File: src/rtl/instr_fetch_unit.sv
`default_nettype none
// ============================================================================
// Module      : instr_fetch_unit
// Description : Fetches the instruction stream from a variable-latency RAM,
//               one 16-bit word at a time, and holds each word until the
//               control unit consumes it. Supports PC redirect (jump) with
//               discard of an in-flight read, and a sticky RAM timeout fault.
// Revision    : 1.0 - initial release
// ----------------------------------------------------------------------------
// Parameters
//   ADDR_W      width of the fetch PC / RAM address
//   RESET_PC    fetch PC value after reset
//   MAX_WAIT    cycles to wait for mem_rvalid before declaring a fault (>=1)
// Ports
//   clk          in   clock, all state changes on the rising edge
//   rst          in   synchronous active-high reset
//   mem_addr     out  RAM read address (= fetch PC, meaningful while mem_rd=1)
//   mem_rd       out  one-cycle read request strobe
//   mem_rdata    in   RAM read data, sampled only with mem_rvalid
//   mem_rvalid   in   RAM read data valid, one cycle per request
//   instr        out  instruction word held for the control unit
//   instr_pc     out  address the held word was fetched from
//   instr_valid  out  instr holds an unconsumed word (registered)
//   instr_ready  in   consumer accepts instr this cycle
//   pc_load      in   redirect the fetch PC (jump)
//   pc_load_val  in   new fetch PC
//   fetch_err    out  sticky RAM timeout fault (registered)
// ============================================================================
module instr_fetch_unit #(
  parameter int                MAX_WAIT = 15,
  parameter int                ADDR_W   = 16,
  parameter logic [ADDR_W-1:0] RESET_PC = '0
) (
  input  logic              clk,
  input  logic              rst,
  output logic [ADDR_W-1:0] mem_addr,
  output logic              mem_rd,
  input  logic [15:0]       mem_rdata,
  input  logic              mem_rvalid,
  output logic [15:0]       instr,
  output logic [ADDR_W-1:0] instr_pc,
  output logic              instr_valid,
  input  logic              instr_ready,
  input  logic              pc_load,
  input  logic [ADDR_W-1:0] pc_load_val,
  output logic              fetch_err
);

  // Counter wide enough to hold MAX_WAIT itself.
  localparam int              CNT_W      = $clog2(MAX_WAIT + 1);
  localparam logic [CNT_W-1:0] WAIT_LIMIT = CNT_W'(MAX_WAIT);

  typedef enum logic [2:0] {
    S_IDLE  = 3'd0,
    S_REQ   = 3'd1,
    S_WAIT  = 3'd2,
    S_HOLD  = 3'd3,
    S_DRAIN = 3'd4,
    S_ERR   = 3'd5
  } state_t;

  state_t            state;
  state_t            state_nxt;
  logic [ADDR_W-1:0] fetch_pc;
  logic [ADDR_W-1:0] fetch_pc_nxt;
  logic [15:0]       instr_nxt;
  logic [ADDR_W-1:0] instr_pc_nxt;
  logic [CNT_W-1:0]  wait_cnt;
  logic [CNT_W-1:0]  wait_cnt_nxt;
  logic [CNT_W-1:0]  wait_cnt_inc;
  logic              timeout;

  // The counter saturates at the limit: a redirect out of WAIT can defer the
  // timeout decision by a cycle, and DRAIN must still see the limit reached.
  assign wait_cnt_inc = (wait_cnt == WAIT_LIMIT) ? wait_cnt : wait_cnt + CNT_W'(1);
  assign timeout      = (wait_cnt_inc == WAIT_LIMIT);

  assign mem_addr = fetch_pc;

  // --------------------------------------------------------------------------
  // Next-state / output logic
  // --------------------------------------------------------------------------
  always_comb begin
    state_nxt    = state;
    fetch_pc_nxt = fetch_pc;
    instr_nxt    = instr;
    instr_pc_nxt = instr_pc;
    wait_cnt_nxt = wait_cnt;
    mem_rd       = 1'b0;

    case (state)
      S_IDLE: begin
        state_nxt = S_REQ;
      end

      // A response arriving here belongs to an orphaned read (issued before a
      // reset) and is ignored by simply not looking at mem_rvalid.
      S_REQ: begin
        mem_rd       = 1'b1;
        wait_cnt_nxt = '0;
        state_nxt    = S_WAIT;
      end

      S_WAIT: begin
        if (mem_rvalid) begin
          instr_nxt    = mem_rdata;
          instr_pc_nxt = fetch_pc;
          fetch_pc_nxt = fetch_pc + ADDR_W'(1);
          state_nxt    = S_HOLD;
        end else begin
          wait_cnt_nxt = wait_cnt_inc;
          if (timeout) begin
            state_nxt = S_ERR;
          end
        end
      end

      S_HOLD: begin
        if (instr_ready) begin
          state_nxt = S_REQ;
        end
      end

      // Waiting out a read whose data is no longer wanted.
      S_DRAIN: begin
        if (mem_rvalid) begin
          state_nxt = S_REQ;
        end else begin
          wait_cnt_nxt = wait_cnt_inc;
          if (timeout) begin
            state_nxt = S_ERR;
          end
        end
      end

      S_ERR: begin
        state_nxt = S_ERR;
      end

      default: begin
        state_nxt = S_IDLE;
      end
    endcase

    // Redirect overrides every transition above except the fault state. Any
    // word captured in the same cycle is discarded by restoring the holding
    // registers; the wait counter update from above is kept.
    if (pc_load && (state != S_ERR)) begin
      fetch_pc_nxt = pc_load_val;
      instr_nxt    = instr;
      instr_pc_nxt = instr_pc;
      case (state)
        // The read issued this cycle is still outstanding.
        S_REQ:   state_nxt = S_DRAIN;
        // Outstanding unless its data arrives right now.
        S_WAIT:  state_nxt = mem_rvalid ? S_REQ : S_DRAIN;
        S_DRAIN: state_nxt = S_DRAIN;
        default: state_nxt = S_REQ;
      endcase
    end
  end

  // --------------------------------------------------------------------------
  // State and datapath registers
  // --------------------------------------------------------------------------
  always_ff @(posedge clk) begin
    if (rst) begin
      state       <= S_IDLE;
      fetch_pc    <= RESET_PC;
      instr       <= '0;
      instr_pc    <= RESET_PC;
      wait_cnt    <= '0;
      instr_valid <= 1'b0;
      fetch_err   <= 1'b0;
    end else begin
      state       <= state_nxt;
      fetch_pc    <= fetch_pc_nxt;
      instr       <= instr_nxt;
      instr_pc    <= instr_pc_nxt;
      wait_cnt    <= wait_cnt_nxt;
      // Registered flags track the state being entered.
      instr_valid <= (state_nxt == S_HOLD);
      fetch_err   <= (state_nxt == S_ERR);
    end
  end

endmodule
`default_nettype wire

File: config.mk
export PLATFORM = sky130hd
export DESIGN_NAME = instr_fetch_unit
export DESIGN_NICKNAME = d
export VERILOG_FILES = /design/src/rtl/instr_fetch_unit.sv
export SDC_FILE = /design/constraint.sdc
export NUM_CORES = 1
export LEC_CHECK = 0
export ABC_AREA = 1
export CORE_MARGIN = 2
export CORE_UTILIZATION = 49
export CTS_CLUSTER_SIZE = 10
export DETAILED_ROUTE_END_ITERATION = 8
export GPL_TIMING_DRIVEN = 0
export PLACE_DENSITY = 0.92
export SETUP_SLACK_MARGIN = 0.5
export SYNTH_ARGS = -nofsm -noshare
export SYNTH_HDL_FRONTEND = slang
export SYNTH_SLANG_ARGS = --single-unit
File: constraint.sdc
create_clock -name clk -period 2.4 [get_ports clk]
set_input_delay 0.36 -clock clk [delete_from_list [all_inputs] [get_ports clk]]
set_output_delay 0.36 -clock clk [all_outputs]
set_load 0.03 [all_outputs]
==> results of run 1 <==
## metal layers
metal / GRT usage / up-vias
met1: 0.296 / 1313
met2: 0.429 / 119
met5: 0 / -
met3: 0.0756 / 13
li1: - / 1427
met4: 0.145 / 0
## per-stage QoR
| step | worst slack (ns) | power (W) |
|---|---|---|
| after global routing | 0.508 | 0.00247 |
| after CTS | 0.507 | 0.00238 |
| after floorplan | 0.735 | 0.00131 |
| after detailed placement | 0.545 | 0.00149 |
| final | 0.547 | 0.00237 |
| after global placement | 0.606 | 0.00148 |
## area by class of cell
| class | count | area share |
|---|---|---|
| multi-input cells | 265 | 0.332 |
| flip-flops and latches | 57 | 0.298 |
| repair buffers | 87 | 0.228 |
| inverters | 44 | 0.0438 |
| clock buffers | 12 | 0.0405 |
| plain buffers | 16 | 0.0242 |
| well taps | 70 | 0.0229 |
| clock inverters | 3 | 0.0105 |
## sequential cells by signal (all words and copies together) (netlist names)
register	cells
state	3
instr_valid	1
mem_addr	16
instr	16
fetch_err	1
instr_pc	16
wait_cnt	4
## what timing repair did
action,CTS,global route
endpoints found under the setup margin,1,3
pin swaps,0,0
gates resized for setup,1,4
## synth_stat cells (4+ instances only)
master / number
a21oi_1: 27
a31oi_1: 6
buf_2: 5
buf_4: 5
clkbuf_1: 5
dfxtp_1: 57
inv_1: 40
nand2_1: 73
nand3_1: 16
nand4_1: 4
nor2_1: 65
nor3_1: 5
o21ai_0: 44
xor2_1: 8
## how the worst min path moves through the flow
stage                             startpoint                   endpoint  cells past startpoint
global placement    instr_pc[0]$_SDFFE_PP0P_   instr_pc[0]$_SDFFE_PP0P_                      2
global route        instr_pc[0]$_SDFFE_PP0P_   instr_pc[0]$_SDFFE_PP0P_                      2
CTS                 instr_pc[0]$_SDFFE_PP0P_   instr_pc[0]$_SDFFE_PP0P_                      2
finish              instr_pc[0]$_SDFFE_PP0P_   instr_pc[0]$_SDFFE_PP0P_                      2
floorplan                                rst  instr_pc[13]$_SDFFE_PP0P_                      1
detailed placement  instr_pc[0]$_SDFFE_PP0P_   instr_pc[0]$_SDFFE_PP0P_                      2
## report_power, final
part / switching, W / internal [W] / total [W]
clock: 0.000369 / 0.000527 / 0.000895
combinational: 0.000256 / 0.000185 / 0.000442
sequential: 0.0000430 / 0.000992 / 0.00104
## cell families after synthesis
family	after synthesis	synth area share
buffers and inverters	60	0.0974
and+or+nand+nor	171	0.271
AOI/OAI and AO/OA	84	0.169
adders and majority gates	2	0.00936
DFF	57	0.427
xor gates and xnor gates	8	0.0262
==> flow_summary.json, run 1 <==
{
  "outcome": "finished, final reports clean",
  "irDropWorstVdd_mv": 0.499,
  "num_antenna_cells": 0,
  "floorplan.rows": 26,
  "routed-wl-met3_um": 681,
  "postSynth.topFlopCell": "dfxtp_1",
  "boundaryPins": 88,
  "start_kind": "register",
  "drt_first_iter_violations": 167,
  "critical_path_peak_fanout": 7,
  "critical_path.top_delay_family": "buffers and inverters",
  "hold_viol_final": 0,
  "layout-area-overhead-vs-synth_pct": 43.2,
  "detailroute.wirelength.met2_um": 3580,
  "synth.cell_area_um2": 2670,
  "yosys_register_bits": 57,
  "port-buffer-count": 87,
  "clock_insertion_delay_worst_skew_ns": 0.34,
  "critical_register_to_register_path_startpoint": "mem_addr[1]$_SDFFE_PP0P_",
  "syn_nets": 421,
  "worst_path_max_delay_cell": "clkdlybuf4s50_1",
  "first_global_vias": 2829,
  "timing.critical_path.to": "mem_addr[6]",
  "share_of_cells_above_drive_strength_1": 0.0785,
  "crit_buf_inv": 1,
  "synth-edff-count": 0,
  "post_cts_buffers": 0,
  "dr_total_vias": 2872,
  "dp_hpwl_um": 5410,
  "setup.worst_path.class": "register to output port",
  "timing.clock.skew_ns": 0.00877,
  "yosys-top-cells-area": "dfxtp_1 (43%), nand2_1 (10%), nor2_1 (9.1%)",
  "globalRouteTotalUtil": 0.258,
  "worst_hold_path_type": "register to register",
  "slew_headroom": 0.617,
  "cp_slowest_stage_delay_ns": 0.71,
  "crit_start": "mem_addr[6]$_SDFFE_PP0P_",
  "place_inst": 539,
  "post_synth_top_area_share": 0.427,
  "yosys_warnings": 0,
  "stdcell_area_um2": 3830,
  "first_pass_grt_wire_length_um": 12500,
  "cts-buffers-inserted": 9,
  "area.sequential_um2": 1140,
  "crit_end_element": "output port",
  "utilization": 0.740,
  "post_synthesis_cell_count": 382,
  "synth_seq_area_share": 0.427,
  "buffer_type_at_the_clock_tree_root": "clkbuf_8",
  "rsz0062_at_grt": "false",
  "drt_first_pass_iters": 7,
  "min_period_ns": 1.85,
  "final_cell_mix": "clkdlybuf4s50_1 (84), nand2_1 (73), nor2_1 (65)",
  "required_ns": 2.04,
  "fill_cells": 401,
  "fp.dieH_um": 77.9,
  "r2r.worst_path.cells": 7,
  "detail_route.wirelength_um": 7480,
  "ys_async_sr_fraction": 0,
  "timing.final.crit_share": 0.772,
  "wirelength_met1_um": 3080,
  "multiInputGateArea_um2": 1270,
  "die_ar_um2": 6060,
  "die_w_um": 77.9,
  "initial_core_util": 0.517,
  "timing.critical_path.arrival_ns": 1.49,
  "routed_wire_length_per_instance_um": 13.5,
  "fin_nets": 519,
  "netlist.top_cell.by_area": "dfxtp_1",
  "antenna_found_initial": 0,
  "synthDistinctLibCells": 28,
  "worstMarginPinSlew_ns": 0.575,
  "drt-vias-per-instance": 5.18,
  "critical_path.cell_chain": "clkdlybuf4s50_1",
  "globalRoute.totalOverflow": 0,
  "placed_cell_area_um2": 3630,
  "top_signal_layer_used": "met4",
  "gp_routability_congestion": 0.901,
  "upper_clock_frequency_limit_mhz": 540,
  "leak_nw": 1.67,
  "tritoncts": "built",
  "antenna_left": 0,
  "slew_violations": 0,
  "count_of_cell_instances_traversed_by_the_critical_path": 1,
  "clock_transition_at_path_regs_ns": 0.07,
  "final-instance-count-excl-fill": 554,
  "cts_max_path_buffers": 2,
  "power.density_nw_per_um2": 620,
  "worst-r2r-setup-slack_ns": 0.64,
  "rr_endpoint": "mem_addr[14]$_SDFFE_PP0P_",
  "reported_max_cap_violation_count": 0,
  "sink_count": 57,
  "core_region_area_um2": 5170,
  "htreeDepth": 3,
  "totalNegativeSetupSlack_ns": 0,
  "drc": 0,
  "timing.hold.ws_ns": 0.473,
  "mostFrequentLayoutCell": "clkdlybuf4s50_1",
  "syn_area_cell_um2": 7.00,
  "post_cts_hold_fix_bufs": 0,
  "timing.final.setup_violations": 0,
  "grt_start_max_net_pins": 11
}
Power figures use the tool's default switching activity.
==> run 2: changes to the inputs <==
- CORE_UTILIZATION: 49 -> 46
- PLACE_DENSITY: 0.92 -> 0.87
- clock period: 2.4 -> 1.75 ns (I/O delays scaled with it)
==> run 2 against run 1 <==
Compared with the run above:
- die area up 6.2%
- global-route usage is 2.0 points higher
- cell count rose by 4.5%
- routed wire length increased by 30%
- critical endpoint is now state[1]$_SDFF_PP0_
- highest routed layer unchanged
==> flow_summary.json, run 2 (synthesized netlist as in run 1, its figures left out) <==
{
  "drt_first_pass_iters": 5,
  "place_inst": 541,
  "first_pass_grt_wire_length_um": 14000,
  "clock_insertion_delay_worst_skew_ns": 0.35,
  "buffer_type_at_the_clock_tree_root": "clkbuf_8",
  "antenna_found_initial": 0,
  "clock_power_share": 0.358,
  "fp.dieH_um": 80.2,
  "critical_register_to_register_path_startpoint": "wait_cnt[1]$_SDFFE_PP0P_",
  "drc": 0,
  "leak_nw": 1.92,
  "required_ns": 1.95,
  "routed_wire_length_per_instance_um": 16.8,
  "p_comb_frac": 0.230,
  "rr_endpoint": "state[1]$_SDFF_PP0_",
  "dr_total_vias": 3226,
  "setup_ws_ns": 0.209,
  "timing.final.crit_share": 0.880,
  "reported_max_cap_violation_count": 0,
  "cts-buffers-inserted": 9,
  "grt_start_max_net_pins": 11,
  "drt_first_iter_violations": 311,
  "power.total_w": 0.00348,
  "initial_core_util": 0.479,
  "mostFrequentLayoutCell": "nand2_1",
  "post_cts_hold_fix_bufs": 0,
  "sink_count": 57,
  "final_cell_mix": "nand2_1 (61), nor2_1 (44), dfxtp_1 (40)",
  "utilization": 0.765,
  "r2r.worst_path.cells": 12,
  "antenna_left": 0,
  "boundaryPins": 88,
  "timing.critical_path.arrival_ns": 1.74,
  "sequential_cell_fraction_of_total_power": 0.411,
  "outcome": "finished, final reports clean",
  "rsz0062_at_grt": "true",
  "irDropWorstVdd_mv": 0.609,
  "slew_headroom": 0.576,
  "worst_hold_path_type": "input port to register",
  "setup.worst_path.class": "register to register",
  "tritoncts": "built",
  "min_period_ns": 1.54,
  "crit_start": "wait_cnt[1]$_SDFFE_PP0P_",
  "num_antenna_cells": 0,
  "hold-path-endpoint": "instr[2]$_SDFFE_PP0P_",
  "timing.final.setup_violations": 0,
  "globalRouteTotalUtil": 0.279,
  "die_ar_um2": 6440,
  "floorplan.rows": 27,
  "start_kind": "register",
  "dp_hpwl_um": 5640,
  "slew_violations": 0,
  "cts_max_path_buffers": 2,
  "port-buffer-count": 87,
  "min_delay_path_depth": 3,
  "pre_cts_slack_ns": -0.0184,
  "power.switching_w": 0.00106,
  "worst-r2r-setup-slack_ns": 0.21,
  "internal_power_w": 0.00241,
  "timing.clock.skew_ns": 0.00738,
  "min-delay-start": "mem_rdata[2]",
  "gp_routability_congestion": 0.934,
  "die_w_um": 80.2,
  "p_sw_frac": 0.306,
  "upper_clock_frequency_limit_mhz": 649,
  "detail_route.wirelength_um": 9700,
  "drt-vias-per-instance": 5.57,
  "worstMarginPinSlew_ns": 0.636,
  "fin_nets": 541,
  "share_of_cells_above_drive_strength_1": 0.355,
  "core_region_area_um2": 5570,
  "first_global_vias": 2991,
  "clock_transition_at_path_regs_ns": 0.07,
  "hold_viol_final": 0,
  "power.density_nw_per_um2": 815,
  "htreeDepth": 3,
  "globalRoute.totalOverflow": 0,
  "crit_end_element": "register",
  "layout-area-overhead-vs-synth_pct": 59.5,
  "timing.hold.ws_ns": 0.501,
  "final-instance-count-excl-fill": 579,
  "critical_path_peak_fanout": 6
}
[run 2: changes by cell type in the layout (fill, tap and decap cells not counted), moves of 12 or more]
cell / delta
buf_4: +13
nor2_2: +13
nand2_1: -12
o21ai_1: +12
o21ai_0: -14
clkdlybuf4s50_1: -48
nor2_1: -21
dfxtp_1: -17
buf_2: +31
[run 2: area by class of cell]
type                            count  area, um^2
Multi-Input combinational cell    266        1540
Buffer                             16         156
Clock buffer                       15         198
Inverter                           44         175
Sequential cell                    57        1180
Tap cell                           72        90.1
Timing Repair Buffer              108         916
Clock inverter                      1        5.00
Fill cell                         353        1310
[run 2: worst max-delay path by stage]
stage / end / slack (ns) / cells past startpoint
6_report: state[1]$_SDFF_PP0_ / 0.21 / 12
5_1_grt: state[1]$_SDFF_PP0_ / 0.11 / 12
4_1_cts: instr[5]$_SDFFE_PP0P_ / 0.29 / 7
3_3_place_gp: wait_cnt[2]$_SDFFE_PP0P_ / 0.02 / 5
2_1_floorplan: mem_addr[3]$_SDFFE_PP0P_ / 0.38 / 8
3_5_place_dp: instr_pc[3]$_SDFFE_PP0P_ / -0.02 / 5
[run 2: through the flow]
step / area [um^2] / TNS (ns)
floorplan: 2790 / 0
global placement: 3750 / 0
detailed placement: 3750 / -0.0184
CTS: 4060 / 0
global route: 4260 / 0
finish: 4260 / 0
[run 2: power by group through the flow]
stage / clock network, W / registers (W) / logic (W)
finish: 0.00125 / 0.00143 / 0.000800
CTS: 0.00124 / 0.00142 / 0.000688
global route: 0.00130 / 0.00144 / 0.000851
global placement: 0 / 0.00145 / 0.000610
floorplan: 0 / 0.00153 / 0.000292
detailed placement: 0 / 0.00145 / 0.000628
[run 2: worst max-delay path, stage by stage, from the launching register on]
cell	delay [ns]
dfxtp_4	0.38
ha_4	0.20
nand3_4	0.10
nand2_2	0.08
nand2_1	0.05
nor2_1	0.10
nand2_1	0.10
nand2_1	0.07
nand2_1	0.05
nand2_1	0.05
nand2_1	0.05
nand2_1	0.11
nor2_1	0.05
[run 2: timing repair]
| action | in CTS | in global routing |
|---|---|---|
| pin swaps | 13 | 10 |
| endpoints found under the setup margin | 108 | 75 |
| setup buffers | 11 | 7 |
| gates resized for setup | 238 | 84 |
| gates cloned | 1 | 3 |
[run 2: routing by layer]
layer | routed length (um) | global-route usage | share of wire
met5 | 0 | 0 | 0
met4 | 314 | 0.134 | 0.032
met3 | 914 | 0.0753 | 0.094
met1 | 3650 | 0.327 | 0.38
met2 | 4820 | 0.469 | 0.50
